<file path="src/rtl/fetch_ctrl_pkg.sv">
// Shared types and sizing for the fetch controller: packet layout, fetch width
// and controller state encoding.
package fetch_ctrl_pkg;

  localparam int N               = 3;
  localparam int NUM_SCALAR_BITS = $clog2(N + 1);

  typedef struct packed {
    logic [31:0] inst;
    logic [31:0] pc;
    logic [31:0] npc;
  } FETCH_PACKET;

  typedef enum logic [1:0] {
    FETCH_REQ    = 2'd0,
    FETCH_WAIT   = 2'd1,
    FETCH_SQUASH = 2'd2
  } FETCH_STATE;

endpackage

</file>
<file path="src/rtl/fetch_ctrl.sv">
// Fetch controller: issues one block request at a time to the icache and turns
// the response into N fetch packets, squashing responses made stale by a redirect.
module fetch_ctrl
  import fetch_ctrl_pkg::*;
(
  input  logic                            clock,
  input  logic                            reset,
  input  logic                            restore_valid,
  input  logic [31:0]                     restore_pc,
  input  logic [NUM_SCALAR_BITS-1:0]      inst_buffer_spots,
  output logic                            icache_req_valid,
  output logic [31:0]                     icache_req_addr,
  input  logic                            icache_req_ready,
  input  logic                            icache_rsp_valid,
  input  logic [N-1:0][31:0]              icache_rsp_data,
  output FETCH_PACKET [N-1:0]             inst_buffer_inputs,
  output logic [NUM_SCALAR_BITS-1:0]      inst_valid
);

  localparam logic [NUM_SCALAR_BITS-1:0] FULL_COUNT = NUM_SCALAR_BITS'(N);
  localparam logic [31:0]                BLOCK_BYTES = 32'(4 * N);

  FETCH_STATE  state_reg, state_next;
  logic [31:0] fetch_pc_reg, fetch_pc_next;
  logic [31:0] restore_aligned;
  logic        deliver;

  assign restore_aligned = restore_pc & ~32'd3;

  // Only issue when the whole block fits in the buffer; gating with reset keeps
  // the outputs quiet while reset is held.
  assign icache_req_valid = !reset && (state_reg == FETCH_REQ) &&
                            (inst_buffer_spots == FULL_COUNT) && !restore_valid;
  assign icache_req_addr  = fetch_pc_reg;

  assign deliver    = !reset && (state_reg == FETCH_WAIT) && icache_rsp_valid && !restore_valid;
  assign inst_valid = deliver ? FULL_COUNT : '0;

  always_comb begin
    state_next    = state_reg;
    fetch_pc_next = fetch_pc_reg;
    case (state_reg)
      FETCH_REQ: begin
        if (restore_valid) begin
          fetch_pc_next = restore_aligned;
        end else if (icache_req_valid && icache_req_ready) begin
          state_next = FETCH_WAIT;
        end
      end
      FETCH_WAIT: begin
        if (restore_valid) begin
          fetch_pc_next = restore_aligned;
          state_next    = icache_rsp_valid ? FETCH_REQ : FETCH_SQUASH;
        end else if (icache_rsp_valid) begin
          fetch_pc_next = fetch_pc_reg + BLOCK_BYTES;
          state_next    = FETCH_REQ;
        end
      end
      FETCH_SQUASH: begin
        if (restore_valid) begin
          fetch_pc_next = restore_aligned;
        end
        if (icache_rsp_valid) begin
          state_next = FETCH_REQ;
        end
      end
      default: begin
        state_next = FETCH_REQ;
      end
    endcase
  end

  always_ff @(posedge clock) begin
    if (reset) begin
      state_reg    <= FETCH_REQ;
      fetch_pc_reg <= 32'd0;
    end else begin
      state_reg    <= state_next;
      fetch_pc_reg <= fetch_pc_next;
    end
  end

  // Unused packet slots are zeroed so downstream never sees leftover data.
  generate
    for (genvar gi = 0; gi < N; gi++) begin : g_pkt
      logic [31:0] slot_pc;
      assign slot_pc = fetch_pc_reg + 32'(4 * gi);
      assign inst_buffer_inputs[gi] = deliver ?
          FETCH_PACKET'{inst: icache_rsp_data[gi], pc: slot_pc, npc: slot_pc + 32'd4} :
          FETCH_PACKET'('0);
    end
  endgenerate

  // A response with nothing outstanding means the icache broke the protocol.
  a_no_rsp_in_req: assert property (@(posedge clock) disable iff (reset)
      !(state_reg == FETCH_REQ && icache_rsp_valid));

endmodule

</file>
<file path="config.mk">
export PLATFORM = sky130hd
export DESIGN_NAME = fetch_ctrl
export DESIGN_NICKNAME = d
export VERILOG_FILES = /design/src/rtl/fetch_ctrl_pkg.sv /design/src/rtl/fetch_ctrl.sv
export SDC_FILE = /design/constraint.sdc
export NUM_CORES = 1
export LEC_CHECK = 0
export ABC_AREA = 0
export CORE_AREA = 2 2 178 180
export CTS_BUF_LIST = sky130_fd_sc_hd__clkbuf_8
export DETAILED_ROUTE_END_ITERATION = 10
export DIE_AREA = 0 0 180 182
export GPL_ROUTABILITY_DRIVEN = 0
export GPL_TIMING_DRIVEN = 0
export PLACE_DENSITY = 0.54
export SKIP_CTS_REPAIR_TIMING = 1
export SYNTH_ARGS = -nofsm -noshare
export SYNTH_HDL_FRONTEND = slang
export SYNTH_SLANG_ARGS = --single-unit
</file>
<file path="constraint.sdc">
create_clock -name clock -period 4.05 [get_ports clock]
set_input_delay 0.405 -clock clock [delete_from_list [all_inputs] [get_ports clock]]
set_output_delay 0.405 -clock clock [all_outputs]
set_load 0.005 [all_outputs]
</file>
; ---- Yosys cells after proc, flatten, opt, wreduce, memory -nomap -nowiden
; Cells that the tools add are included.
[op_classes]
n_addsub = 5
eq_ne = 7
muxes = 14
reduce_logical = 14
[ops]
columns = op, count
row1 = two-way mux 96 bit, 3
row2 = "adder 32 x 3 -> 32 bit, second input constant", 3
row3 = two-way mux 32 bit, 3
row4 = "adder 32 x 4 -> 32 bit, second input constant", 2
row5 = one-hot mux 32 bit (2 select lines), 1
row6 = two-way mux 2 bit, 6
row7 = logical AND 1 bit, 7
row8 = one-hot mux 2 bit (3 select lines), 1
row9 = "equality test 2 bit, second input constant", 2
row10 = "inequality test 2 x 1 -> 1 bit, second input constant", 2
row11 = "inequality test 3 bit, second input constant", 1
row12 = AND reduction 3 bit, 1
row13 = "equality test 2 x 1 -> 1 bit, second input constant", 1
row14 = zero test 1 bit, 2
row15 = zero test 2 bit, 1
row16 = "inequality test 2 bit, second input constant", 1
row17 = AND reduction 2 bit, 1
row18 = nonzero test 2 bit, 1
row19 = OR reduction 2 bit, 1
[word_totals]
reg_bits = 34
in_bits = 135
output_inout_bits = 323
wordCells = 42

; ---- Depth between registers and ports, before layout
[logic_depth]
ltp_word = 8
ltp_mapped = 11
mapped_depth_nobuf = 9

; ---- Worst setup path before layout
; OpenSTA, ideal clock, no wires.
[synth_path]
path_type = flip-flop to output port
start = register fetch_pc_reg[2], in the netlist icache_req_addr[2]
end = output port inst_buffer_inputs[127] (netlist name)
arrival_ps = 3381
required_time_ps = 3645
path_slack_ps = 264
path_stages_with_launch = 11
n_path_buf = 1
path_cell_list = dfxtp_1 clkbuf_1 inv_1 ha_1 nor2b_1 and4_1 o2111ai_1 nor4_1 nand4_1 nor4_1 mux2_1
[synth_rtl]
columns = element, line
row1 = from (decl), fetch_ctrl.sv:24  ; logic [31:0] fetch_pc_reg, fetch_pc_next;
row2 = from (signal assigned), fetch_ctrl.sv:79  ; fetch_pc_reg <= fetch_pc_next;
row3 = to (decl), fetch_ctrl.sv:16  ; output FETCH_PACKET [N-1:0] inst_buffer_inputs,

==> flow_metrics.tcl <==
set metrics [dict create \
    status "finished with violations" \
    violations "setup timing" \
    synthMuxAreaShare 0.0147 \
    drt_wl_total_mm 38.0 \
    clk_pin_slew_ns 0.07 \
    avgSynthCellArea_sq_um 6.37 \
    layout_commonest_cell "clkdlybuf4s50_1" \
    slowest_delay_ns 0.56 \
    fin_ws_ns -0.240 \
    timing.critical_path.cells "buf_6 -> nand4_1 -> or3_1 -> buf_4 -> or4_4 -> a22oi_2 -> or4b_4 -> nor4_4 -> mux2_4 -> clkdlybuf4s50_1" \
    die_x_um 180 \
    routed_via_density 4.73 \
    grt_pass1_vias 8070 \
    synth_cell_types 65 \
    place_ws_ns -1.59 \
    ios 458 \
    finClkSkew_ns 0.00897 \
    holdWs_ns 0.455 \
    grt_overflow 0 \
    critPathCaptureType "output port" \
    yosysSeqAreaShare 0.106 \
    cts_root_buffer "clkbuf_8" \
    layout_common_cells "420 x clkdlybuf4s50_1, 139 x nor2_1, 137 x and2_1, 91 x buf_4, 58 x nand2_1" \
    first_pass_iters 5 \
    hpwl_mm 31.2 \
    antenna_found_initial 1 \
    period_needed_ns 4.29 \
    critical_path.top_delay_family "simple AND/OR/NAND/NOR gates" \
    drive_gt1_frac 0.151 \
    portBuffers 440 \
    largest_reg_flops 30 \
    ant_nets 0 \
    rows 65 \
    fin_nets 1584 \
    wl_per_cell_um 20.6 \
    dpl_cell_area_sq_um 11000 \
    slew_violations 0 \
    cts.path.max_buffers 2 \
    n_fill_cell 3271 \
    leakagePower_nw 4.53 \
    required_ns 3.64 \
    grt_max_degree 12 \
    fin_tns_setup_ns -0.311 \
    cts_tree "done" \
    synth_compound_area_frac 0.164 \
    clk_latency_ns 0.30 \
    fin_crit_sh 1.06 \
    finalHoldViolCount 0 \
    start_kind "flip-flop" \
    dp_cells 1804 \
    synthXorXnorAreaFrac 0.104 \
    drv_cap 0 \
    setup_viol 3 \
    hp-class "input pin to flip-flop" \
    synth_top_family_by_area "simple AND/OR/NAND/NOR gates" \
    clock_sinks 32 \
    syn_inst 949 \
    h-tree-depth 2 \
    yosys.area_share.simple 0.469 \
    tightestPinTransition_ns 0.855 \
    irDropWorstVdd_mv 0.101 \
    syn_area_sq_um 6050 \
    die_y_um 182 \
    clock.fmax_ghz 0.233 \
    synth_fa_ha_area_frac 0.0124 \
    crit_path_top_delay_cell "or4b_4" \
    core_sq_um 31000 \
    ys_ff_latch 32 \
    drc 0 \
    final_area_sq_um 12100 \
    synth_edf_count 0 \
    vias 8723 \
    area_growth_pct 100 \
    synth-main-ff-cell "dfxtp_1" \
    final_util 0.390 \
    n_antenna_cell 0 \
    fin_cells 1846 \
    die_area_sq_um 32800 \
    ys_warn_count 0 \
    numCtsBuffers 5 \
    grtUsageTotal 0.214 \
    grt_pass1_wl_mm 53.8 \
    drt_iter0_drc 726 \
    critPathMaxFanout 7 \
    slew_headroom 0.426 \
    crit_buf_inv 3 \
    async_flop_share 0 \
    finalPower_mw 1.17 \
    crit_arrival_ns 3.89 \
    initial_core_util 0.195 \
    rsz0062_at_grt "true" \
    criticalPathCategory "flip-flop to output port" \
    p_per_area_nw_per_um2 97.0 \
]
routing by layer:
| metal | track usage | up-vias | part of all wire |
|---|---|---|---|
| met4 | 0.0332 | 2 | 0.011 |
| li1 | - | 4225 | - |
| met2 | 0.360 | 396 | 0.48 |
| met1 | 0.285 | 4078 | 0.44 |
| met5 | 0 | - | 0.00047 |
| met3 | 0.0441 | 22 | 0.070 |
worst paths after layout:
path / slack (ns) / to / start / depth (start not counted)
max reg2reg: 0.86 / icache_req_addr[21] / icache_req_addr[3] / 11
min: 0.46 / icache_req_addr[5] / reset / 2
max: -0.24 / inst_buffer_inputs[222] / icache_req_addr[11] / 10
min reg2reg: 0.58 / state_reg[0] / state_reg[1] / 1
where the power goes:
group	internal, mW	total (mW)	leakage, nW	switching, mW
combinational	0.273	0.537	4.21	0.264
sequential	0.335	0.366	0.269	0.0311
clock	0.134	0.270	0.0538	0.136
Yosys cell counts, drive strengths merged, types with 8 or more instances:
library cell | n | area [sq um]
o22ai | 11 | 68.8
o21a | 8 | 60.1
nor2 | 140 | 526
nand4 | 21 | 138
a22oi | 10 | 75.1
nand3 | 23 | 125
nor4 | 35 | 238
dfxtp | 32 | 641
inv | 9 | 33.8
buf | 74 | 503
xor2 | 22 | 193
nor3 | 44 | 220
a21oi | 37 | 185
nand2 | 61 | 229
or3 | 14 | 87.6
xnor2 | 50 | 438
or4 | 9 | 67.6
o21ai | 33 | 165
and2 | 139 | 870
o31a | 14 | 123
clkbuf | 64 | 240
o31ai | 9 | 67.6
a211oi | 11 | 82.6
cell families (layout without fill, tap and decap cells):
kind of cell / Yosys count / count (layout)
simple gates: 530 / 530
compound gates: 153 / 153
buf+inv: 147 / 629
xor+xnor: 72 / 72
flops: 32 / 32
mux: 8 / 8
fa+ha+maj: 6 / 6
other cells: 1 / 14
layout make-up:
cell class / count / area (sq um) / area share
Inverter: 9 / 33.8 / 0.00279
Sequential cell: 32 / 661 / 0.0546
Multi-Input combinational cell: 783 / 5230 / 0.432
Tap cell: 402 / 503 / 0.0416
Clock inverter: 2 / 7.51 / 0.000621
Timing Repair Buffer: 478 / 4760 / 0.393
Clock buffer: 6 / 82.6 / 0.00683
Buffer: 134 / 825 / 0.0682
No activity file was read; power rests on OpenSTA's default activity.
